==> src/rtl/keyboard_voice_ctrl.sv <==
// keyboard_voice_ctrl: monophonic keyboard front-end.
// Debounces N keys, picks one voice with last-note priority (falling back
// to a still-held key), applies an octave shift to the key's half-period
// divisor and drives an internal square-wave tone generator.
module keyboard_voice_ctrl #(
    parameter int CLK_HZ      = 25_000_000,
    parameter int DEBOUNCE_MS = 10,
    parameter int N_KEYS      = 8,
    parameter int DIV_W       = 16,
    parameter logic [N_KEYS*DIV_W-1:0] DIV_TABLE = {
        16'd11945, 16'd12655, 16'd14205, 16'd15944,
        16'd17896, 16'd18960, 16'd21282, 16'd23889
    },
    parameter int KEY_W = $clog2(N_KEYS)
) (
    input  logic              clk,
    input  logic              rst_n,
    input  logic [N_KEYS-1:0] btn_raw,
    input  logic [1:0]        octave,
    output logic              pwm_out,
    output logic              gate,
    output logic [KEY_W-1:0]  active_key,
    output logic [N_KEYS-1:0] btn_stable,
    output logic [31:0]       note_counter,
    output logic [DIV_W-1:0]  note_div_out
);

    localparam int CNT_RAW = (CLK_HZ / 1000) * DEBOUNCE_MS;
    localparam int CNT_MAX = (CNT_RAW < 1) ? 1 : CNT_RAW;
    localparam int DB_W    = $clog2(CNT_MAX + 1);

    logic [N_KEYS-1:0] sync0;
    logic [N_KEYS-1:0] sync1;
    logic [N_KEYS-1:0] stable_d;
    logic [DB_W-1:0]   db_cnt [N_KEYS];
    logic [N_KEYS-1:0] press;
    logic [N_KEYS-1:0] rel;
    logic [DIV_W-1:0]  table_div;
    logic [DIV_W-1:0]  shifted_div;
    logic [DIV_W-1:0]  eff_div;
    logic [DIV_W-1:0]  tone_cnt;

    // Lowest set bit of a key vector; zero when no bit is set.
    function automatic logic [KEY_W-1:0] lowest_key(input logic [N_KEYS-1:0] v);
        lowest_key = '0;
        for (int i = N_KEYS - 1; i >= 0; i--) begin
            if (v[i]) lowest_key = KEY_W'(i);
        end
    endfunction

    // Two-flop synchroniser for the asynchronous key inputs, plus the
    // delayed copy of the debounced state used for edge detection.
    always_ff @(posedge clk or negedge rst_n) begin
        if (!rst_n) begin
            sync0    <= '0;
            sync1    <= '0;
            stable_d <= '0;
        end else begin
            sync0    <= btn_raw;
            sync1    <= sync0;
            stable_d <= btn_stable;
        end
    end

    // Per-key debounce: the stable bit only follows after CNT_MAX+1
    // consecutive cycles of disagreement.
    always_ff @(posedge clk or negedge rst_n) begin
        if (!rst_n) begin
            btn_stable <= '0;
            for (int i = 0; i < N_KEYS; i++) db_cnt[i] <= '0;
        end else begin
            for (int i = 0; i < N_KEYS; i++) begin
                if (sync1[i] == btn_stable[i]) begin
                    db_cnt[i] <= '0;
                end else if (db_cnt[i] == DB_W'(CNT_MAX)) begin
                    btn_stable[i] <= sync1[i];
                    db_cnt[i]     <= '0;
                end else begin
                    db_cnt[i] <= db_cnt[i] + 1'b1;
                end
            end
        end
    end

    assign press = btn_stable & ~stable_d;
    assign rel   = ~btn_stable & stable_d;

    // Voice allocation: a new press always wins; losing the sounding key
    // falls back to the lowest held key or silences the gate.
    always_ff @(posedge clk or negedge rst_n) begin
        if (!rst_n) begin
            active_key <= '0;
            gate       <= 1'b0;
        end else if (|press) begin
            active_key <= lowest_key(press);
            gate       <= 1'b1;
        end else if (rel[active_key]) begin
            if (|btn_stable) begin
                active_key <= lowest_key(btn_stable);
            end else begin
                gate <= 1'b0;
            end
        end
    end

    // Saturating count of cycles that contain at least one new press.
    always_ff @(posedge clk or negedge rst_n) begin
        if (!rst_n) begin
            note_counter <= '0;
        end else if ((|press) && (note_counter != 32'hFFFF_FFFF)) begin
            note_counter <= note_counter + 32'd1;
        end
    end

    assign table_div   = DIV_TABLE[int'(active_key) * DIV_W +: DIV_W];
    assign shifted_div = table_div >> octave;
    assign eff_div     = (shifted_div < DIV_W'(2)) ? DIV_W'(2) : shifted_div;

    // Registered divisor in use; zero whenever no note is gated.
    always_ff @(posedge clk or negedge rst_n) begin
        if (!rst_n) begin
            note_div_out <= '0;
        end else begin
            note_div_out <= gate ? eff_div : '0;
        end
    end

    // Tone generator: toggle every note_div_out cycles; the >= compare
    // keeps a shrinking divisor from stretching the current half-period.
    always_ff @(posedge clk or negedge rst_n) begin
        if (!rst_n) begin
            tone_cnt <= '0;
            pwm_out  <= 1'b0;
        end else if (note_div_out == '0) begin
            tone_cnt <= '0;
            pwm_out  <= 1'b0;
        end else if (tone_cnt >= note_div_out - 1'b1) begin
            tone_cnt <= '0;
            pwm_out  <= ~pwm_out;
        end else begin
            tone_cnt <= tone_cnt + 1'b1;
        end
    end

endmodule

==> config.mk <==
export PLATFORM = sky130hd
export DESIGN_NAME = keyboard_voice_ctrl
export DESIGN_NICKNAME = d
export VERILOG_FILES = /design/src/rtl/keyboard_voice_ctrl.sv
export SDC_FILE = /design/constraint.sdc
export NUM_CORES = 1
export LEC_CHECK = 0
export BUFFER_PORTS_ARGS = -buffer_cell sky130_fd_sc_hd__buf_2
export CAP_MARGIN = 20
export CORE_ASPECT_RATIO = 0.8
export CORE_UTILIZATION = 40
export CTS_CLUSTER_DIAMETER = 50
export CTS_CLUSTER_SIZE = 14
export DETAILED_ROUTE_END_ITERATION = 6
export SYNTH_ARGS = -nofsm -noshare
export SYNTH_HDL_FRONTEND = slang
export SYNTH_SLANG_ARGS = --single-unit
==> constraint.sdc <==
create_clock -name clk -period 4.9 [get_ports clk]
set_input_delay 0.245 -clock clk [delete_from_list [all_inputs] [get_ports clk]]
set_output_delay 0.245 -clock clk [all_outputs]
set_load 0.03 [all_outputs]
==> summary.md, run 1 <==
| Metric | Value |
|---|---|
| Crit path from | `note_div_out[3]` |
| GRT overflow | `0` |
| Final WS setup | `1.36 ns` |
| Tightest Hold Check Type | `in2reg` |
| Maximum vdd drop | `approximately 0.00025 V` |
| Min cycle time layout | `3.54 ns` |
| Clk sinks | `244` |
| Post-DP HPWL | `17.5 mm` |
| Critical Path RT | `5.32 ns` |
| Reg clk slew, reported paths | `0.06 ns` |
| Post-CTS Setup Bufs | `0` |
| Final non-filler cell total | `about 1800` |
| Routed WL | `25.7 mm` |
| Yosys cell types | `58` |
| Drt drc | `0` |
| Placed Instances | `1723` |
| Outcome | `completed` |
| CTS resizes | `0` |
| RSZ-0062 raised after global routing | `no` |
| Average instance area after synthesis | `approximately 10 um^2` |
| Synth Net Count | `1329` |
| TNS Setup | `0 ns` |
| Tightest Pin Transition | `between 0.9 and 1 ns` |
| Die span in x | `200 um` |
| Area leader, netlist | `dfrtp_1` |
| Data arrival, critical path | `3.97 ns` |
| Detailed Routing Iterations Pass 1 | `4` |
| Total CTS buffers | `29` |
| Share of the synthesized area in the top cell type | `48.5%` |
| Layout area overhead | `15.0%` |
| Most frequent cells in the layout | `dfrtp_1 (244), nor2_1 (197), xor2_1 (109)` |
| Pleak | `6.61 nW` |
| Yosys warnings | `0` |
| Wirelength per Cell | `14.4 um` |
| Crit end category | `flop` |
| Via density | `5.03` |
| Max-slew headroom | `about 34%` |
| First-pass GRT wire length | `~45 mm` |
| Worst-path fanout max | `17` |
| Reg-to-Reg Start | `note_div_out[3]` |
| Post-synth design cell area | `0.0126 mm^2` |
| GRT Total Usage | `16.5%` |
| Most common cell after layout, fill and taps aside | `dfrtp_1` |
| I/O pin cnt | `73` |
| Share of cells above drive strength 1 | `a little under an eighth` |
| Post-synthesis cell count | `1275` |
| Diode count | `0` |
| Final hold slack | `around 0.16 ns` |
| Max clock buf depth | `3` |
| RD Place Congestion | `~0.84` |
| Worst-Skew Late Latency | `between 0.5 and 0.6 ns` |
| Input/output buffers | `71` |
| Register bit count reported by yosys | `around 240` |
| Final Skew | `0.0165 ns` |
| NumNets Final | `1404` |
| CTS tree | `built` |
| Die height | `161 um` |
| Vias in the first global route | `8728` |
| Fin. Hold Viols | `0` |
| Initial drt markers | `a little under 500` |
| H-tree depth | `1` |
| CP Class | `reg2reg` |
| Max Slew Vio Count | `0` |
| Prevailing post-synth register cell | `dfrtp_1` |
| Post-DRT Antenna Nets | `0` |
| PD cells | `317 mW/mm^2` |
| CTS root buf | `clkbuf_16` |
| Ys async rst share | `100%` |
| Worst Setup Start Kind | `flop` |
| Worst Min Path Start | `octave[1]` |
| FP Rows | `57` |
| Via count | `8972` |
| Post-synthesis sequential area ratio | `between 40% and 50%` |
| Core Region | `0.0307 mm^2` |
| Die Area | `between 0.03 and 0.04 mm^2` |
| Initial antenna violation count | `0` |
| Max-Cap Viols | `0` |
| Pin count of the biggest net entering global routing | `127` |
| Period utilisation layout | `between 70 and 80%` |
| Starting density of the core | `roughly two fifths` |
| Total power | `roughly 4.6 mW` |
| Post-synth EDFFs | `0` |
| Final setup vio count | `0` |
| Area contributors post-synth | `dfrtp_1 (49%), xor2_1 (7.6%), xnor2_1 (6.0%)` |
| Setup WS pre-CTS | `about 1.3 ns` |
| Fmax | `282 MHz` |
[cells in the mapped netlist (3+ instances only)]
| cell | count |
|---|---|
| buf_2 | 20 |
| or4_1 | 3 |
| mux2_2 | 9 |
| mux4_2 | 3 |
| nand2b_1 | 12 |
| clkbuf_1 | 14 |
| a21o_1 | 7 |
| inv_1 | 47 |
| or2_2 | 12 |
| nor3b_1 | 5 |
| dfrtp_1 | 244 |
| a31oi_1 | 4 |
| and2_1 | 17 |
| nor2b_1 | 18 |
| o21ai_0 | 10 |
| nand3b_1 | 4 |
| and3_1 | 18 |
| a21oi_1 | 18 |
| nand2_1 | 76 |
| nor2_1 | 197 |
| a211o_1 | 3 |
| nor4b_1 | 7 |
| and4_1 | 13 |
| nand4_1 | 46 |
| buf_4 | 3 |
| nand3_1 | 79 |
| ha_1 | 42 |
| nor4_1 | 37 |
| nor3_1 | 63 |
| mux2i_1 | 6 |
| xor2_1 | 109 |
| a211oi_1 | 7 |
| xnor2_1 | 86 |
| or4_4 | 3 |
[area by class of cell]
class	count	area, um^2
clock buffers	33	771
multi-input cells	945	6110
flip-flops and latches	244	6110
fillers	2910	16200
well taps	413	517
clock inverters	20	307
repair buffers	82	483
inverters	48	180
[where the power goes]
group,leakage (nW),internal [mW],switching (mW)
Clock,0.527,1.47,0.920
Combinational,2.73,0.0444,0.0953
Sequential,3.35,2.04,0.0230
Total,6.61,3.55,1.04
[metal layers]
layer	up-vias	part of all wire, %	GRT usage (%)
met2	143	40	23.4
met3	46	3.3	2.44
met1	4255	54	25.5
met4	0	2.7	5.27
met5	-	0	0
li1	4528	-	-
[state kept, by name, summed over array words and instances (netlist names), 3 cells and up]
register,count
sync0,8
db_cnt,144
btn_stable,8
note_counter,32
tone_cnt,16
stable_d,8
sync1,8
active_key,3
note_div_out,15
[metrics by stage]
step                      cell area, um^2  utilization (%)
after global routing                14500             47.2
after detailed placement            13300             43.4
after CTS                           14500             47.2
after global placement              13300             43.4
after floorplan                     12600                -
final                               14500             47.2
[cells by family (layout without fill, tap and decap cells)]
family | Yosys count | in the layout | share of synthesized area (%)
AO/OA/AOI/OAI | 65 | 65 | 3.62
XOR/XNOR | 195 | 195 | 13.6
adder cells (fa/ha/maj) | 42 | 42 | 4.18
buffers and inverters | 86 | 183 | 2.91
flip-flops | 244 | 244 | 48.5
multiplexers | 20 | 20 | 2.03
other | 1 | 1 | 0.0298
AND/OR/NAND/NOR | 622 | 622 | 25.2
[what timing repair did]
item                       4_1_cts  5_1_grt
setup endpoints to repair        0        0
hold endpoints to repair       133        0
hold buffers                     9        0
[worst paths after layout]
path                                        end  slack (ns)  cells past startpoint
min in group asynchronous            db_cnt[78]        0.36                      2
worst max register to register          pwm_out        1.36                     10
max in group asynchronous           db_cnt[135]        3.39                      3
worst min register to register         sync1[3]        0.35                      0
worst min-delay path            note_div_out[1]        0.16                      3
worst max-delay path                    pwm_out        1.36                     10
[critical path, cell delays in order (launching register included)]
cell and delay [ns]:
dfrtp_1 0.42, nor3_1 0.31, nand3_1 0.23, or3_1 0.44, xor2_1 0.16, ha_1 0.29
a21o_1 0.18, a21o_1 0.16, a221o_1 0.34, a211o_1 0.50, mux2_1 0.39
No activity file was read; power rests on OpenSTA's default activity.
==> run 2: changes to the inputs <==
==> constraint.sdc (replaced) <==
create_clock -name clk -period 3.6 [get_ports clk]
set_input_delay 0.18 -clock clk [delete_from_list [all_inputs] [get_ports clk]]
set_output_delay 0.18 -clock clk [all_outputs]
set_load 0.03 [all_outputs]
==> run 2 against run 1 <==
Net effect: first-iteration DRC count decreased by 9.6%; design area about the same; clock power grew 26%; setup slack got worse by 1.1 ns; die area stayed put; clock skew rose by 0.0099 ns; register-to-register slack got worse by 1.1 ns; combinational power increased by 39%; critical path depth grew 1.
==> summary.md, run 2 (same netlist as run 1, synthesis figures left out) <==
| Metric | Value |
|---|---|
| Core Region | `0.0307 mm^2` |
| Final WS setup | `approximately 0.30 ns` |
| CTS tree | `built` |
| Vias in the first global route | `8725` |
| Max Slew Vio Count | `0` |
| CTS resizes | `0` |
| H-tree depth | `1` |
| Period utilisation layout | `91.7%` |
| TNS Setup | `0 ns` |
| Die span in x | `between 200 and 250 um` |
| Initial drt markers | `443` |
| Worst-path fanout max | `8` |
| GRT overflow | `0` |
| RD Place Congestion | `0.846` |
| Tightest Hold Check Type | `in2reg` |
| Die height | `161 um` |
| Worst Setup Start Kind | `flop` |
| Total CTS buffers | `28` |
| Max clock buf depth | `3` |
| RSZ-0062 raised after global routing | `no` |
| Input/output buffers | `71` |
| FP Rows | `57` |
| Critical Path RT | `4.06 ns` |
| Post-DP Area | `between 0.01 and 0.015 mm^2` |
| Share of cells above drive strength 1 | `a little under an eighth` |
| Clk sinks | `244` |
| Pin count of the biggest net entering global routing | `92` |
| Min cycle time layout | `3.30 ns` |
| Max-Cap Viols | `0` |
| Layout area overhead | `14.9%` |
| Maximum vdd drop | `0.000275 V` |
| Total power | `6.02 mW` |
| Tightest Pin Transition | `0.844 ns` |
| Final setup vio count | `0` |
| Fmax | `303 MHz` |
| Most common cell after layout, fill and taps aside | `dfrtp_1` |
| Routed WL | `~26 mm` |
| Final Skew | `0.0265 ns` |
| Reg clk slew, reported paths | `0.06 ns` |
| Starting density of the core | `41.0%` |
| Largest register FFs | `~140` |
| Setup WS pre-CTS | `0.300 ns` |
| CP Class | `reg2reg` |
| Final non-filler cell total | `around 1800` |
| Top reg by flops | `db_cnt` |
| Via density | `slightly above 5` |
| Detailed Routing Iterations Pass 1 | `6` |
| Crit end category | `flop` |
| I/O pin cnt | `73` |
| Drt drc | `0` |
| NumNets Final | `about 1400` |
| First-pass GRT wire length | `45.0 mm` |
| Post-DP HPWL | `18.1 mm` |
| Final instance area | `0.0145 mm^2` |
| Data arrival, critical path | `roughly 3.8 ns` |
| Most frequent cells in the layout | `dfrtp_1 (244), nor2_1 (197), xor2_1 (109)` |
| Outcome | `completed` |
| Biggest regs | `db_cnt: 144 flops, note_counter: 32 flops, tone_cnt: 16 flops` |
| Via count | `8994` |
| Max-slew headroom | `43.6%` |
| Worst-Skew Late Latency | `0.57 ns` |
| Initial antenna violation count | `0` |
| GRT Total Usage | `16.7%` |
| CTS root buf | `clkbuf_16` |
| Diode count | `0` |
| Pleak | `around 6.6 nW` |
| Wirelength per Cell | `14.4 um` |
| Die Area | `0.0322 mm^2` |
| Fin. Hold Viols | `0` |
| Post-DRT Antenna Nets | `0` |
| Placed Instances | `between 1500 and 2000` |
| PD cells | `416 mW/mm^2` |
## run 2: cell types whose count changed in the layout (fill, tap and decap cells not counted), sizes merged
| cell | delta |
|---|---|
| bufinv | -2 |
| inv | -1 |
| buf | +8 |
| clkbuf | -2 |
| clkinv | +1 |
## run 2: worst max-delay path: stages (launching register included)
cell     delay, ns
dfrtp_1       0.42
nor3_1        0.31
nand3_1       0.22
or3_1         0.43
xor2_1        0.16
ha_1          0.30
a21o_1        0.18
a21o_1        0.17
a221o_1       0.35
a211o_1       0.32
buf_4         0.18
nor3_1        0.18
## run 2: metal layers
metal  part of all wire, %  vias up  GRT usage, %
met3                   3.5       29          3.10
met5                     0        -             0
li1                      -     4536             -
met2                    42      125          24.4
met4                   1.6        0          3.44
met1                    53     4304          25.5
## run 2: report_power, final
part / leakage [nW] / internal [mW] / switching (mW)
combinational: 2.78 / 0.0643 / 0.130
clock: 0.483 / 1.79 / 1.23
sequential: 3.35 / 2.77 / 0.0323
total: 6.62 / 4.62 / 1.40
## run 2: path summary, 6_finish.rpt
kind / from / to / slack [ns] / cells after the start
setup / recovery: note_div_out[3] / tone_cnt[12] / 0.30 / 11
hold / removal: octave[1] / note_div_out[1] / 0.1 / 3
setup reg to reg: note_div_out[3] / tone_cnt[12] / 0.30 / 11
hold reg to reg: sync0[0] / sync1[0] / 0.35 / 0
max in group asynchronous: rst_n / db_cnt[83] / 2.50 / 3
min in group asynchronous: rst_n / db_cnt[44] / 0.24 / 2
## run 2: repair_timing
action | CTS | global route
hold endpoints to repair | 95 | 0
hold buffers | 9 | 0
setup buffers | 0 | 0
## run 2: area by class of cell
cell class,instances,area [um^2]
fill,2937,16200
timing repair buffer,90,556
sequential,244,6110
clock inverter,18,260
inverter,48,180
tap,413,517
multi-input combinational,945,6110
clock buffer,31,732
## run 2: per-stage QoR
step	util (%)	hold slack, ns
after floorplan	-	-0.116
after global placement	43.6	0.248
after detailed placement	43.6	0.259
after CTS	47.2	0.0706
after global routing	47.2	0.108
final	47.2	0.0984
==> run 3: changes to the inputs <==
--- a/config.mk
+++ b/config.mk
@@ -12,6 +12,7 @@
 export CTS_CLUSTER_DIAMETER = 50
 export CTS_CLUSTER_SIZE = 14
 export DETAILED_ROUTE_END_ITERATION = 6
+export MAX_ROUTING_LAYER = met4
 export SYNTH_ARGS = -nofsm -noshare
 export SYNTH_HDL_FRONTEND = slang
 export SYNTH_SLANG_ARGS = --single-unit
==> run 3 against run 2 <==
Net effect: fmax about the same; via count rose by 0.10%; critical path depth stayed put; power barely moved; largest power group unchanged.
==> summary.md, run 3 (same netlist as run 1, synthesis figures left out) <==
| Metric | Value |
|---|---|
| Final instance area | `0.0145 mm^2` |
| Max incr delay on CP | `between 0.4 and 0.5 ns` |
| Top reg by flops | `db_cnt` |
| Fmax | `roughly 300 MHz` |
| GRT Total Usage | `between 15 and 20%` |
| TNS Setup | `0 ns` |
| Final Skew | `0.0267 ns` |
| Max-slew headroom | `a little over two fifths` |
| CTS tree | `built` |
| Die Area | `0.0322 mm^2` |
| Wirelength per Cell | `14.4 um` |
| First-pass GRT wire length | `44.9 mm` |
| Outcome | `completed` |
| Clk sinks | `roughly 240` |
| Register area | `0.00611 mm^2` |
| Fin. Hold Viols | `0` |
| CP Class | `reg2reg` |
| Crit end category | `flop` |
| Post-DP Area | `approximately 0.013 mm^2` |
| Tightest Hold Check Type | `in2reg` |
| Tightest Pin Transition | `0.845 ns` |
| Min cycle time layout | `roughly 3.3 ns` |
| Input/output buffers | `71` |
| Data arrival, critical path | `around 3.8 ns` |
| Core Region | `0.0307 mm^2` |
| Via count | `roughly 9000` |
| Most frequent cells in the layout | `dfrtp_1 (244), nor2_1 (197), xor2_1 (109)` |
| CTS resizes | `0` |
| Drt drc | `0` |
| Die span in x | `200 um` |
| Initial drt markers | `about 460` |
| Post-CTS Setup Bufs | `0` |
| CTS root buf | `clkbuf_16` |
| Cell Int Power | `4.62 mW` |
| Die height | `161 um` |
| Worst-Skew Late Latency | `0.57 ns` |
| Pleak | `~6.6 nW` |
| Largest register FFs | `between 100 and 150` |
| Critical path, cell by cell | `nor3_1 > nand3_1 > or3_1 > xor2_1 > ha_1 > a21o_1 > a21o_1 > a221o_1 > a211o_1 > buf_4 > nor3_1` |
| Reg clk slew, reported paths | `0.06 ns` |
| Maximum vdd drop | `~0.00027 V` |
| Total power | `6.02 mW` |
| Vias in the first global route | `8727` |
| Biggest regs | `db_cnt: 144 flops, note_counter: 32 flops, tone_cnt: 16 flops` |
| GRT overflow | `0` |
| Final hold slack | `0.0994 ns` |
| Max Slew Vio Count | `0` |
| Switching Share | `between 20% and 30%` |
| Core Util, Final | `47.2%` |
| Psw | `about 1.4 mW` |
| PD cells | `416 mW/mm^2` |
| Starting density of the core | `a little over 40%` |
| Setup WS pre-CTS | `approximately 0.30 ns` |
| Max-Cap Viols | `0` |
| Layout area overhead | `14.9%` |
| Post-DRT Antenna Nets | `0` |
| Hold Buf Count CTS | `9` |
| Post-DP HPWL | `18.1 mm` |
| Placed Instances | `1731` |
| Combinational share of power | `3.2%` |
| Area of the multi-input gates | `0.00611 mm^2` |
| Detailed Routing Iterations Pass 1 | `7` |
| Final setup vio count | `0` |
| Final WS setup | `0.298 ns` |
| RD Place Congestion | `0.859` |
| Max clock buf depth | `3` |
| Diode count | `0` |
| Fillcell total | `approximately 3000` |
| Worst-path fanout max | `8` |
| RSZ-0062 raised after global routing | `no` |
| Total CTS buffers | `28` |
| Initial antenna violation count | `0` |
| H-tree depth | `1` |
| Final non-filler cell total | `between 1500 and 2000` |
| Slowest cell on crit path | `or3_1` |
| FP Rows | `57` |
| Routed WL | `between 20 and 30 mm` |
| Via density | `5.03` |
| Clock power share | `50.2%` |
| Critical Path RT | `roughly 4.1 ns` |
| Period utilisation layout | `91.7%` |
| Worst Setup Start Kind | `flop` |
| I/O pin cnt | `73` |
| Pin count of the biggest net entering global routing | `92` |
| Most common cell after layout, fill and taps aside | `dfrtp_1` |
| Share of cells above drive strength 1 | `12.0%` |
| NumNets Final | `approximately 1400` |
| Sequential share of power | `~47%` |
==> run 3: metal layers <==
| layer | global-route usage, % | vias to the layer above | wire length, um |
|---|---|---|---|
| met5 | - | - | 0 |
| met4 | 3.44 | 0 | 439 |
| met3 | 3.10 | 35 | 959 |
| met2 | 24.4 | 128 | 10800 |
| met1 | 25.5 | 4306 | 13500 |
| li1 | - | 4534 | - |
==> run 3: path summary, 6_finish.rpt <==
check	startpoint	to	slack, ns	cells after the start
min reg2reg	sync0[0]	sync1[0]	0.35	0
max reg2reg	note_div_out[3]	tone_cnt[12]	0.30	11
min in group asynchronous	rst_n	db_cnt[44]	0.24	2
max in group asynchronous	rst_n	db_cnt[83]	2.50	3
min	octave[1]	note_div_out[1]	0.1	3
max	note_div_out[3]	tone_cnt[12]	0.30	11
==> run 3: final cells by class <==
type / instances / share of cell area (%)
Inverter: 48 / 1.25
Clock inverter: 18 / 1.80
Sequential cell: 244 / 42.2
Tap cell: 413 / 3.57
Timing Repair Buffer: 90 / 3.84
Multi-Input combinational cell: 945 / 42.3
Clock buffer: 31 / 5.06
==> run 3: critical path: cells and delay by family, from the launching register on <==
kind                     cells  cell delay (ns)
AND/OR/NAND/NOR              4             1.14
flip-flops                   1             0.41
XOR/XNOR                     1             0.16
AO/OA/AOI/OAI                4             1.02
buffers and inverters        1             0.18
adder cells (fa/ha/maj)      1             0.30
==> run 3: power by group through the flow <==
stage / sequential, mW / clock [mW] / combinational (mW)
after CTS: 2.80 / 3.11 / 0.203
after floorplan: 2.85 / 0 / 0.107
final: 2.81 / 3.02 / 0.194
after detailed placement: 2.86 / 0 / 0.194
after global placement: 2.85 / 0 / 0.192
after global routing: 2.81 / 3.24 / 0.231
